===== src/rtl/rom_burst_reader_if.sv =====
// Bus bundle for rom_burst_reader: burst command, dual-port ROM address/data
// and the buffered output byte stream. master = reader, slave = its environment.
interface rom_burst_reader_if #(
  parameter int ADDR_W = 4,
  parameter int DATA_W = 8
);
  logic              start;
  logic [ADDR_W-1:0] base_addr;
  logic [ADDR_W:0]   len;
  logic              en_a;
  logic              en_b;
  logic [ADDR_W-1:0] add_a;
  logic [ADDR_W-1:0] add_b;
  logic [DATA_W-1:0] d_ra;
  logic [DATA_W-1:0] d_rb;
  logic [DATA_W-1:0] out_data;
  logic              out_valid;
  logic              out_last;
  logic              out_ready;
  logic              busy;
  logic              done;

  modport master (
    input  start, base_addr, len, d_ra, d_rb, out_ready,
    output en_a, en_b, add_a, add_b, out_data, out_valid, out_last, busy, done
  );

  modport slave (
    output start, base_addr, len, d_ra, d_rb, out_ready,
    input  en_a, en_b, add_a, add_b, out_data, out_valid, out_last, busy, done
  );
endinterface


===== src/rtl/rom_burst_reader.sv =====
// Dual-port ROM burst reader: issues paired A/B reads (even/odd offsets) and
// merges the returned words, in address order, into a buffered byte stream.
module rom_burst_reader #(
  parameter int ADDR_W     = 4,
  parameter int DATA_W     = 8,
  parameter int FIFO_DEPTH = 8
) (
  input logic                clk,
  input logic                rst_n,
  rom_burst_reader_if.master bus
);

  localparam int PTR_W = $clog2(FIFO_DEPTH);
  localparam int CNT_W = PTR_W + 1;
  localparam logic [ADDR_W:0]   MAX_LEN  = {1'b1, {ADDR_W{1'b0}}};
  localparam logic [ADDR_W:0]   REM_ONE  = (ADDR_W+1)'(1);
  localparam logic [ADDR_W:0]   REM_TWO  = (ADDR_W+1)'(2);
  localparam logic [ADDR_W-1:0] ADDR_ONE = ADDR_W'(1);
  localparam logic [ADDR_W-1:0] ADDR_TWO = ADDR_W'(2);
  localparam logic [PTR_W-1:0]  PTR_ONE  = PTR_W'(1);

  typedef enum logic [1:0] {IDLE, ISSUE, DRAIN, DONE} state_t;

  state_t            r_state, w_next;
  logic [ADDR_W-1:0] r_ptr;
  logic [ADDR_W:0]   r_rem;
  logic              r_enA, r_enB, r_lastA, r_lastB;
  logic [ADDR_W-1:0] r_addA, r_addB;
  logic              r_retA, r_retB, r_retLastA, r_retLastB;

  logic [DATA_W:0]   r_mem [FIFO_DEPTH];
  logic [PTR_W-1:0]  r_wrPtr, r_rdPtr;
  logic [CNT_W-1:0]  r_count;

  logic [ADDR_W:0]   w_lenSat;
  logic [CNT_W:0]    w_inFlight;
  logic              w_credit, w_drained;
  logic              w_issue, w_issueB;
  logic [ADDR_W-1:0] w_issueAddr;
  logic [ADDR_W:0]   w_issueRem, w_remNext;
  logic [1:0]        w_pushCnt;
  logic              w_outValid, w_pop;
  logic [DATA_W:0]   w_head;

  assign w_lenSat   = (bus.len > MAX_LEN) ? MAX_LEN : bus.len;
  // Every issued word is already owed a FIFO slot, so credit counts the pipeline too.
  assign w_inFlight = {1'b0, r_count} + (CNT_W+1)'(r_enA) + (CNT_W+1)'(r_enB)
                    + (CNT_W+1)'(r_retA) + (CNT_W+1)'(r_retB);
  assign w_credit   = (w_inFlight <= (CNT_W+1)'(FIFO_DEPTH - 2));
  assign w_drained  = (r_count == '0) && !r_enA && !r_enB && !r_retA && !r_retB;

  always_comb begin
    w_next      = r_state;
    w_issue     = 1'b0;
    w_issueAddr = r_ptr;
    w_issueRem  = r_rem;
    unique case (r_state)
      IDLE: begin
        if (bus.start) begin
          if (w_lenSat == '0) begin
            w_next = DONE;
          end else begin
            w_issue     = 1'b1;
            w_issueAddr = bus.base_addr;
            w_issueRem  = w_lenSat;
            w_next      = (w_lenSat <= REM_TWO) ? DRAIN : ISSUE;
          end
        end
      end
      ISSUE: begin
        if (w_credit) begin
          w_issue = 1'b1;
          if (r_rem <= REM_TWO) w_next = DRAIN;
        end
      end
      DRAIN:   if (w_drained) w_next = DONE;
      DONE:    w_next = IDLE;
      default: w_next = IDLE;
    endcase
  end

  assign w_issueB  = w_issue && (w_issueRem >= REM_TWO);
  assign w_remNext = w_issueRem - (w_issueB ? REM_TWO : REM_ONE);

  always_ff @(posedge clk) begin
    if (!rst_n) begin
      r_state    <= IDLE;
      r_ptr      <= '0;
      r_rem      <= '0;
      r_enA      <= 1'b0;
      r_enB      <= 1'b0;
      r_addA     <= '0;
      r_addB     <= '0;
      r_lastA    <= 1'b0;
      r_lastB    <= 1'b0;
      r_retA     <= 1'b0;
      r_retB     <= 1'b0;
      r_retLastA <= 1'b0;
      r_retLastB <= 1'b0;
    end else begin
      r_state    <= w_next;
      r_enA      <= w_issue;
      r_enB      <= w_issueB;
      r_retA     <= r_enA;
      r_retB     <= r_enB;
      r_retLastA <= r_lastA;
      r_retLastB <= r_lastB;
      if (w_issue) begin
        r_addA  <= w_issueAddr;
        r_ptr   <= w_issueAddr + ADDR_TWO;
        r_rem   <= w_remNext;
        r_lastA <= (w_issueRem == REM_ONE);
        r_lastB <= (w_issueRem == REM_TWO);
      end
      if (w_issueB) r_addB <= w_issueAddr + ADDR_ONE;
    end
  end

  // Port B only ever returns alongside port A, so B lands in the slot after A.
  assign w_pushCnt  = {1'b0, r_retA} + {1'b0, r_retB};
  assign w_outValid = (r_count != '0);
  assign w_pop      = w_outValid && bus.out_ready;
  assign w_head     = r_mem[r_rdPtr];

  always_ff @(posedge clk) begin
    if (r_retA) r_mem[r_wrPtr] <= {r_retLastA, bus.d_ra};
    if (r_retB) r_mem[r_wrPtr + PTR_ONE] <= {r_retLastB, bus.d_rb};
  end

  always_ff @(posedge clk) begin
    if (!rst_n) begin
      r_wrPtr <= '0;
      r_rdPtr <= '0;
      r_count <= '0;
    end else begin
      r_wrPtr <= r_wrPtr + PTR_W'(w_pushCnt);
      r_rdPtr <= r_rdPtr + PTR_W'(w_pop);
      r_count <= r_count + CNT_W'(w_pushCnt) - CNT_W'(w_pop);
    end
  end

  assign bus.en_a      = r_enA;
  assign bus.en_b      = r_enB;
  assign bus.add_a     = r_addA;
  assign bus.add_b     = r_addB;
  assign bus.out_valid = w_outValid;
  assign bus.out_data  = w_outValid ? w_head[DATA_W-1:0] : '0;
  assign bus.out_last  = w_outValid & w_head[DATA_W];
  assign bus.busy      = (r_state != IDLE);
  assign bus.done      = (r_state == DONE);

endmodule

===== src/flat_wrapper.sv =====
// flat-port wrapper written by rule: the top's interface ports become plain ports
module rom_burst_reader_flat 
#(
  parameter int ADDR_W     = 4,
  parameter int DATA_W     = 8,
  parameter int FIFO_DEPTH = 8
)
  (clk, rst_n, bus_start, bus_base_addr, bus_len, bus_d_ra, bus_d_rb, bus_out_ready, bus_en_a, bus_en_b, bus_add_a, bus_add_b, bus_out_data, bus_out_valid, bus_out_last, bus_busy, bus_done);
  rom_burst_reader_if #(.ADDR_W(ADDR_W), .DATA_W(DATA_W)) bus_i ();
  input logic clk;
  input logic rst_n;
  input wire logic [$bits(bus_i.start)-1:0] bus_start;
  input wire logic [$bits(bus_i.base_addr)-1:0] bus_base_addr;
  input wire logic [$bits(bus_i.len)-1:0] bus_len;
  input wire logic [$bits(bus_i.d_ra)-1:0] bus_d_ra;
  input wire logic [$bits(bus_i.d_rb)-1:0] bus_d_rb;
  input wire logic [$bits(bus_i.out_ready)-1:0] bus_out_ready;
  output wire logic [$bits(bus_i.en_a)-1:0] bus_en_a;
  output wire logic [$bits(bus_i.en_b)-1:0] bus_en_b;
  output wire logic [$bits(bus_i.add_a)-1:0] bus_add_a;
  output wire logic [$bits(bus_i.add_b)-1:0] bus_add_b;
  output wire logic [$bits(bus_i.out_data)-1:0] bus_out_data;
  output wire logic [$bits(bus_i.out_valid)-1:0] bus_out_valid;
  output wire logic [$bits(bus_i.out_last)-1:0] bus_out_last;
  output wire logic [$bits(bus_i.busy)-1:0] bus_busy;
  output wire logic [$bits(bus_i.done)-1:0] bus_done;
  assign bus_i.start = bus_start;
  assign bus_i.base_addr = bus_base_addr;
  assign bus_i.len = bus_len;
  assign bus_i.d_ra = bus_d_ra;
  assign bus_i.d_rb = bus_d_rb;
  assign bus_i.out_ready = bus_out_ready;
  assign bus_en_a = bus_i.en_a;
  assign bus_en_b = bus_i.en_b;
  assign bus_add_a = bus_i.add_a;
  assign bus_add_b = bus_i.add_b;
  assign bus_out_data = bus_i.out_data;
  assign bus_out_valid = bus_i.out_valid;
  assign bus_out_last = bus_i.out_last;
  assign bus_busy = bus_i.busy;
  assign bus_done = bus_i.done;
  rom_burst_reader #(.ADDR_W(ADDR_W), .DATA_W(DATA_W), .FIFO_DEPTH(FIFO_DEPTH)) u_core (.clk(clk), .rst_n(rst_n), .bus(bus_i));
endmodule

===== config.mk =====
export PLATFORM = sky130hd
export DESIGN_NAME = rom_burst_reader_flat
export DESIGN_NICKNAME = d
export VERILOG_FILES = /design/src/rtl/rom_burst_reader_if.sv /design/src/rtl/rom_burst_reader.sv /design/src/flat_wrapper.sv
export SDC_FILE = /design/constraint.sdc
export NUM_CORES = 1
export LEC_CHECK = 0
export ABC_AREA = 1
export CAP_MARGIN = 10
export CORE_ASPECT_RATIO = 0.5
export CORE_MARGIN = 3
export CORE_UTILIZATION = 60
export DETAILED_ROUTE_END_ITERATION = 16
export PLACE_DENSITY = 0.84
export SYNTH_ARGS = -nofsm -noshare
export SYNTH_HDL_FRONTEND = slang
export SYNTH_SLANG_ARGS = --single-unit

===== constraint.sdc =====
create_clock -name clk -period 5.1 [get_ports clk]
set_input_delay 1.02 -clock clk [delete_from_list [all_inputs] [get_ports clk]]
set_output_delay 1.02 -clock clk [all_outputs]
set_load 0.005 [all_outputs]

Word-level counts from Yosys, hierarchy flattened

Memory sizes are Yosys's and may differ from the RTL's. A register that Yosys moved wholly into a read port is not among the register bits.
Index checks and enable logic that the tools add are counted.

Bitwise operators: 1
$add $sub $neg: 13
Multiplexer cells: 25
Reduce and logical (&&, ||, !) cells: 16
Eq/ne operators: 9
Magnitude comparators: 5

Operator list:

| cell                                                                                | count |
|---|---|
| 5-bit two-way mux                                                                   | 4 |
| 5-bit by 1-bit adder with 5-bit output                                              | 3 |
| 2-bit two-way mux                                                                   | 7 |
| 4-bit two-way mux                                                                   | 3 |
| 5-bit by 2-bit <= comparator with 1-bit output, second input constant               | 2 |
| 8-bit two-way mux                                                                   | 1 |
| 2-bit one-hot mux with 4 select lines                                               | 1 |
| 1-bit two-way mux                                                                   | 7 |
| 1-bit logical AND                                                                   | 6 |
| 2-bit by 1-bit inequality test with 1-bit output, second input constant             | 3 |
| 4-bit by 1-bit adder with 5-bit output                                              | 1 |
| 5-bit by 1-bit equality test with 1-bit output, second input constant               | 1 |
| 5-bit by 2-bit equality test with 1-bit output, second input constant               | 1 |
| 5-bit by 2-bit greater-or-equal comparator with 1-bit output, second input constant | 1 |
| 5-bit greater-than comparator, second input constant                                | 1 |
| 5-bit by 3-bit <= comparator with 1-bit output, second input constant               | 1 |
| 5-bit zero test                                                                     | 1 |
| 5-bit subtractor                                                                    | 1 |
| 4-bit by 1-bit adder with 4-bit output, second input constant                       | 1 |
| 4-bit by 2-bit adder with 4-bit output                                              | 1 |
| 4-bit by 2-bit adder with 4-bit output, second input constant                       | 1 |
| 2-bit equality test, second input constant                                          | 2 |
| 1-bit zero test                                                                     | 4 |
| 4-bit zero test                                                                     | 1 |
| 14 further kinds                                                                    | 14 |

Register bits after elaboration: 37
Bits in writable memories: 72
Input bits: 29
Memories kept: 1

Memory list:

| memory       | depth | bits a word | read ports | clocked after memory_dff | write ports | RTL line               | source |
|---|---|---|---|---|---|---|---|
| u_core.r_mem | 8     | 9           | 1          | 1                        | 2           | rom_burst_reader.sv:31 | `logic [DATA_W:0] r_mem [FIFO_DEPTH];` |

Logic depth before layout (Yosys ltp)

Gate-level depths: netlist of the first run.

Depth in word-level cells: 10
Gate-level depth with buffers: 19

Worst setup path before layout of the first run

No wires, ideal clock.

Path kind: register to register
Start: reg u_core.r_enB (netlist: u_core.bus.en_b)
End: reg u_core.r_rem[4]
Period minus slack after synthesis: 3.243 ns
Stages on the path, launching flop included: 18
Library setup time: 0.109 ns
Buffers on the path: 0
Setup slack: 1.857 ns
Data arrival time: 3.134 ns
Cells stage by stage: dfxtp_1 -> fa_1 -> inv_1 -> fa_1 -> inv_1 -> fa_1 -> inv_1 -> nor2_1 -> a21oi_2 -> nand4_2 -> nand2_2 -> nand2_4 -> ha_1 -> fa_1 -> nand3_1 -> nand3_1 -> nand2_1 -> inv_1

Longest elaborated chain between the ends: 9

RTL lines:

| what                                                   | RTL line                | source |
|---|---|---|
| start, declared                                        | rom_burst_reader.sv:27  | `logic r_enA, r_enB, r_lastA, r_lastB;` |
| start signal, assigned                                 | rom_burst_reader.sv:103 | `r_enB <= w_issueB;` |
| 5-bit by 1-bit adder with 5-bit output *               | rom_burst_reader.sv:47  | `assign w_inFlight = {1'b0, r_count} + (CNT_W+1)'(r_enA) + (CNT_W+1)'(r_enB)` |
| 5-bit by 1-bit adder with 5-bit output * (2 in series) | rom_burst_reader.sv:48  | `+ (CNT_W+1)'(r_retA) + (CNT_W+1)'(r_retB);` |
| 5-bit by 3-bit <= comparator with 1-bit output *       | rom_burst_reader.sv:49  | `assign w_credit = (w_inFlight <= (CNT_W+1)'(FIFO_DEPTH - 2));` |
| 1-bit two-way mux *                                    | rom_burst_reader.sv:71  | `if (w_credit) begin` |
| 1-bit one-hot mux with 2 select lines *                | rom_burst_reader.sv:57  | `unique case (r_state)` |
| 1-bit logical AND                                      | rom_burst_reader.sv:82  | `assign w_issueB = w_issue && (w_issueRem >= REM_TWO);` |
| 2-bit two-way mux                                      | rom_burst_reader.sv:83  | `assign w_remNext = w_issueRem - (w_issueB ? REM_TWO : REM_ONE);` |
| 5-bit subtractor                                       | rom_burst_reader.sv:83  |  |
| end signal, assigned                                   | rom_burst_reader.sv:111 | `r_rem <= w_remNext;` |
| end, declared                                          | rom_burst_reader.sv:26  | `logic [ADDR_W:0] r_rem;` |

Every way passes the cells marked *; elsewhere a longest branch is shown, timed or not.
A chain may end at the register's enable or synchronous reset.

==> metrics.yaml, run 1 <==
outcome: "completed"
regArea_sq_mm: 0.00288
hold_viol: 0
wl_met3_mm: 1.30
grt_max_degree: 39
fin_tns_setup_ns: 0
dp_hpwl_mm: 9.38
ir_drop_v: 0.000319
track_usage_pct: 25.8
seq_power_share_pct: 34.6
r2r_cells: 17
synth_ff_type: "edfxtp_1"
syn_area_per_cell_sq_um: 8.64
initial_core_util_pct: 62.5
synth_cells: 692
routed_wl_mm: 14.1
async_reset_ff_share_pct: 0
drv_cap: 0
overflow: 0
cp_data_required_time_ns: 4.08
cp-end-kind: "primary output"
postRouteAntennaNets: 0
clkPwrFrac_pct: 19.4
antenna_cells: 0
vias_per_cell: 5.66
wire_per_inst_microns: 16.4
yosysWarnings: 0
critPathArrivalTime_ns: 3.02
fp.dieW_microns: 147
rows: 25
slew_headroom_pct: 19.4
min_from: "u_core.r_lastB$_SDFFE_PN0P_"
syn_area_sq_mm: 0.00598
power_leakage_uw: 0.00275
drt_iter0_drc: 381
power_uw: 3380
switching_power_uw: 1340
path_clk_slew_ns: 0.07
ys_seq_area_share_pct: 48.2
whs_ns: 0.432
dieHeight_microns: 76.6
rsz0062_at_grt: "no"
synth_most_common_cell: "nand2_1"
multi_input_area_sq_mm: 0.00262
cts_root_buf: "clkbuf_16"
grt_pass1_vias: 4757
fp.dieArea_sq_mm: 0.0113
yosysTopAreaCell: "edfxtp_1"
clock_latency_ns: 0.35
timing.final.crit_share_pct: 79.1
num_vias: 4871
synth_seq_cells: 108
synthTopCellsByArea: "edfxtp_1 (36%), dfxtp_1 (12%), nand2_1 (8.0%), o21ai_0 (7.6%), nor2_1 (5.1%)"
worstSetupStartpointType: "flip-flop"
drc: 0
finalMaxSlewViolations: 0
synth.top_cell.area_share_pct: 36.2
r2r_slack_ns: 1.25
fillers: 734
cp_max_fo: 20
yosysUniqueCellTypes: 41
hold_path_end: "u_core.r_retLastB$_SDFF_PN0_"
cts_resized: 0
crit_type: "reg2out"
place.gp.congestion: 0.845
cts_buffers: 9
antenna_found_initial: 0
grt_pass1_wl_mm: 22.9
met2_length_mm: 6.81
placed_cell_area_sq_mm: 0.00647
io_pins: 51
switching_share_pct: 39.5
worstMarginPinSlew_ns: 1.20
drt-met1-wl_mm: 5.71
drive_above_1_share_pct: 10.1
internal-power_uw: 2040
htreeDepth: 3
max_freq_mhz: 248
clock_skew_ns: 0.00593
finalInstanceArea_sq_mm: 0.00675
portBuffers: 50
hold_path.class: "reg2reg"
design.core.area_sq_mm: 0.00957
synth_edf_count: 72
reg2reg_from: "u_core.bus.en_b$_SDFF_PN0_"
cts_buffer_depth: 2
setup_violations: 0
highest_layer: "met4"
whs_path_depth: 2
syn_nets: 748
r2r-end: "u_core.r_rem[4]$_SDFFE_PN0P_"
cts.sinks: 108
cts_tree: "done"
combPwrFrac_pct: 46.0
post_cts_buffers: 0
hold_buffers: 0
detailedRoute.firstPassIterationCount: 5
layout_min_cycle_time_ns: 4.04
layout-area-overhead-vs-synth_pct: 12.9
nets: 777
p_per_area_mw_per_mm2: 501
synth_commonest_cells: "nand2_1 (128), o21ai_0 (91), nor2_1 (81)"
==> through the flow <==
step	worst slack, ns	instances	util [%]
after global placement	1.45	845	67.6
after floorplan	1.86	692	-
after detailed placement	1.33	845	67.6
after CTS	1.12	861	70.5
final	1.06	861	70.5
after global routing	0.940	861	70.5
==> power by group through the flow <==
stage          registers (uW)  logic (uW)  clock network (uW)
2_1_floorplan            1160        1070                   0
3_3_place_gp             1180        1470                   0
3_5_place_dp             1190        1520                   0
4_1_cts                  1170        1550                 656
5_1_grt                  1190        1760                 699
6_report                 1170        1550                 657
==> worst max path at each step <==
stage | start | to | slack, ns | cells past startpoint
CTS | u_core.r_rdPtr[0]$_SDFF_PN0_ | bus_out_data[3] | 1.12 | 7
floorplan | u_core.bus.en_b$_SDFF_PN0_ | u_core.r_rem[4]$_SDFFE_PN0P_ | 1.86 | 17
finish | u_core.r_rdPtr[1]$_SDFF_PN0_ | bus_out_last | 1.06 | 5
detailed placement | u_core.bus.en_b$_SDFF_PN0_ | u_core.r_rem[4]$_SDFFE_PN0P_ | 1.33 | 17
global placement | u_core.bus.en_b$_SDFF_PN0_ | u_core.r_rem[4]$_SDFFE_PN0P_ | 1.45 | 17
global route | u_core.r_rdPtr[0]$_SDFF_PN0_ | bus_out_data[1] | 0.94 | 7
==> kinds of logic after synthesis <==
kind of cell	synth area share [%]
AOI/OAI and AO/OA	16.5
xor gates and xnor gates	1.00
adders and majority gates	6.40
buffers and inverters	7.93
DFF	48.2
and+or+nand+nor	19.9
==> sequential cells by signal, indices dropped and copies added (netlist names), 2 cells and up <==
signal / count
u_core.r_rdPtr: 3
u_core.bus.add_b: 4
u_core.r_ptr: 3
u_core.r_wrPtr: 3
u_core.r_rem: 5
u_core.r_mem: 72
u_core.r_state: 2
u_core.r_count: 4
u_core.bus.add_a: 4
==> worst max-delay path, cell delays in order, from the launching register on <==
cell and delay (ns):
dfxtp_1 0.84, inv_1 0.58, nor2_1 0.25, o21ai_0 0.11
a31oi_1 0.31, clkdlybuf4s50_1 0.57
==> layer usage <==
metal	global-route usage, %	up-vias
met1	32.1	2241
met4	8.18	0
li1	-	2377
met5	0	-
met2	43.7	224
met3	7.49	29
==> cell type report <==
class | instances | share of cell area [%]
inverters | 73 | 4.17
repair buffers | 52 | 7.64
flip-flops and latches | 108 | 42.7
well taps | 135 | 2.50
clock inverters | 6 | 0.575
multi-input cells | 477 | 38.8
clock buffers | 10 | 3.54
==> cell usage in the layout, fill, tap and decap left out, types with 15 or more instances in the layout <==
cell	n
inv_1	63
ha_1	21
o21ai_0	83
dfxtp_1	36
o21ai_1	47
nand3_1	15
nand2_2	15
nand2_1	128
edfxtp_1	72
nor2_1	81
clkdlybuf4s50_1	50
(Power assumes the default switching activity.)
==> run 2, diff against run 1 <==
CORE_UTILIZATION = 53   (was 60)
PLACE_DENSITY = 0.79   (was 0.84)
clock period = 3.59 ns   (was 5.1 ns; I/O delays follow)
==> run 2 against run 1 <==
Clock skew decreased by 0.0015 ns. Routed wire length up 1.5%. Sequential share of layout area down 0.74 points. Critical path depth rose by 12. Design area rose by 1.8%. Global-route usage is 1.8 points lower. Via count is 1.2% lower. Non-clock buffer count is 9 higher. Count of clock-buffer cells in the layout is 2 higher. Total power rose by 48%.
==> metrics.yaml, run 2 (same netlist as run 1, synthesis figures left out) <==
grt_pass1_wl_mm: 23.4  # +1.9%
dieHeight_microns: 81.1  # +5.9%
mostFrequentLayoutCells: "nand2_1 (128), o21ai_0 (86), nor2_1 (81)"
regMostFlops: "u_core.r_mem"
detailedRoute.firstPassIterationCount: 5  # unchanged
fp.dieArea_sq_mm: 0.0127  # +12%
cts_buffers: 9  # unchanged
worstMarginPinSlew_ns: 1.26  # +0.0575 ns
place.gp.congestion: 0.885  # +4.7%
finalMaxSlewViolations: 0  # unchanged
combPwrFrac_pct: 45.5  # -0.5 points
timing.final.crit_share_pct: 94.6
place_inst: 858  # +1.5%
cts.sinks: 108  # unchanged
path_clk_slew_ns: 0.07  # about the same
outcome: "completed"
vias_per_cell: 5.50  # -2.8%
hold_path.class: "reg2reg"
setup_violations: 0  # unchanged
rsz0062_at_grt: "no"
switching_power_uw: 1920  # +43%
cts_tree: "done"
rows: 26  # +4.0%
cts_root_buf: "clkbuf_16"
hold_viol: 0  # unchanged
layout_min_cycle_time_ns: 3.40
cp_max_fo: 6  # -70%
clkPwrFrac_pct: 21.3  # +1.9 points
clock_skew_ns: 0.00446  # -0.00148 ns
nets: 786  # +1.2%
critPathArrivalTime_ns: 3.65  # +0.63 ns
cp-end-kind: "flip-flop"
p_per_area_mw_per_mm2: 729  # +45%
num_vias: 4813  # -1.2%
slew_headroom_pct: 15.5  # -3.9 points
drt_iter0_drc: 415  # +8.9%
antenna_found_initial: 0  # unchanged
fin_ws_ns: 0.194  # -0.871 ns
routed_wl_mm: 14.3  # +1.5%
crit_type: "reg2reg"
htreeDepth: 3  # unchanged
design.core.area_sq_mm: 0.0106  # +11%
dp_hpwl_mm: 9.41  # +0.34%
final_cells: 875  # +1.6%
fin_tns_setup_ns: 0  # unchanged
overflow: 0  # unchanged
track_usage_pct: 24.0  # -1.8 points
pre_cts_ws_ns: 0.114  # -1.21 ns
drc: 0  # unchanged
seq_power_share_pct: 33.2  # -1.4 points
drv_cap: 0  # unchanged
io_pins: 51  # unchanged
hold_buffers: 0  # unchanged
cts_buffer_depth: 2  # unchanged
largest_reg_flops: 72  # unchanged
postRouteAntennaNets: 0  # unchanged
worstSetupStartpointType: "flip-flop"
layout-area-overhead-vs-synth_pct: 14.9
cp_data_required_time_ns: 3.84  # -0.24 ns
fp.dieW_microns: 156  # +6.1%
grt_max_degree: 38  # -2.6%
clock_latency_ns: 0.35  # about the same
grt_pass1_vias: 4690  # -1.4%
initial_core_util_pct: 56.4  # -6.1 points
internal-power_uw: 3090  # +51%
final_common_cell: "nand2_1"
antenna_cells: 0  # unchanged
switching_share_pct: 38.3  # -1.3 points
reg.largest.list: "u_core.r_mem: 72 flops, u_core.r_rem: 5 flops"
power_leakage_uw: 0.00282  # +2.3%
drive_above_1_share_pct: 11.6  # +1.5 points
max_freq_mhz: 294
wire_per_inst_microns: 16.4  # -0.15%
portBuffers: 50  # unchanged
ir_drop_v: 0.000457  # +43%
## run 2: path summary, 6_finish.rpt
| kind | start | end | slack [ns] | cells after the start |
|---|---|---|---|---|
| worst min register to register | u_core.r_lastB$_SDFFE_PN0P_ | u_core.r_retLastB$_SDFF_PN0_ | 0.42 | 2 |
| worst min-delay path | u_core.r_lastB$_SDFFE_PN0P_ | u_core.r_retLastB$_SDFF_PN0_ | 0.42 | 2 |
| worst max register to register | u_core.bus.en_b$_SDFF_PN0_ | u_core.r_rem[4]$_SDFFE_PN0P_ | 0.19 | 17 |
| worst max-delay path | u_core.bus.en_b$_SDFF_PN0_ | u_core.r_rem[4]$_SDFFE_PN0P_ | 0.19 | 17 |
## run 2: per-layer routing
metal | global-route usage [%] | routed length [microns] | up-vias
li1 | - | - | 2393
met1 | 29.9 | 6080 | 2170
met2 | 40.7 | 6660 | 205
met3 | 6.44 | 1170 | 45
met4 | 9.08 | 418 | 0
met5 | 0 | 0 | -
## run 2: what timing repair did
action                                  CTS  global route
setup buffers                             0             1
endpoints found under the setup margin    0             2
endpoints found under the hold margin     0             0
gates resized for setup                   0             4
## run 2: cell type report
cell class                 count  area (sq um)
clock buffer                  12           246
clock inverter                 4          73.8
fill                         880          3730
inverter                      73           282
multi-input combinational    477          2630
sequential                   108          2880
tap                          140           175
timing repair buffer          61           583
## run 2: power groups by stage
stage	logic, uW	clock network (uW)	registers, uW
final	2280	1070	1660
after global routing	2580	1130	1690
after CTS	2240	1070	1660
after detailed placement	2210	0	1680
after global placement	2140	0	1680
after floorplan	1520	0	1650
## run 2: per-stage QoR
step	util [%]	power [uW]	hold WS [ns]	cell area [sq um]
detailed placement	61.6	3900	0.418	6540
CTS	64.7	4980	0.428	6860
global placement	61.6	3820	0.414	6540
finish	64.8	5010	0.424	6870
global route	64.8	5400	0.456	6870
floorplan	-	3170	0.404	5980
## run 2: critical path, stage by stage (launching register included)
cell and delay [ns]:
dfxtp_2 0.34, fa_1 0.53, inv_1 0.05, fa_1 0.36, inv_2 0.08, fa_1 0.41, inv_1 0.08, nor2_1 0.06
a21oi_2 0.17, nand4_2 0.12, nand2_2 0.12, nand2_4 0.07, ha_2 0.21, fa_2 0.40, nand3_1 0.12, nand3_1 0.09
nand2_1 0.08, inv_1 0.03
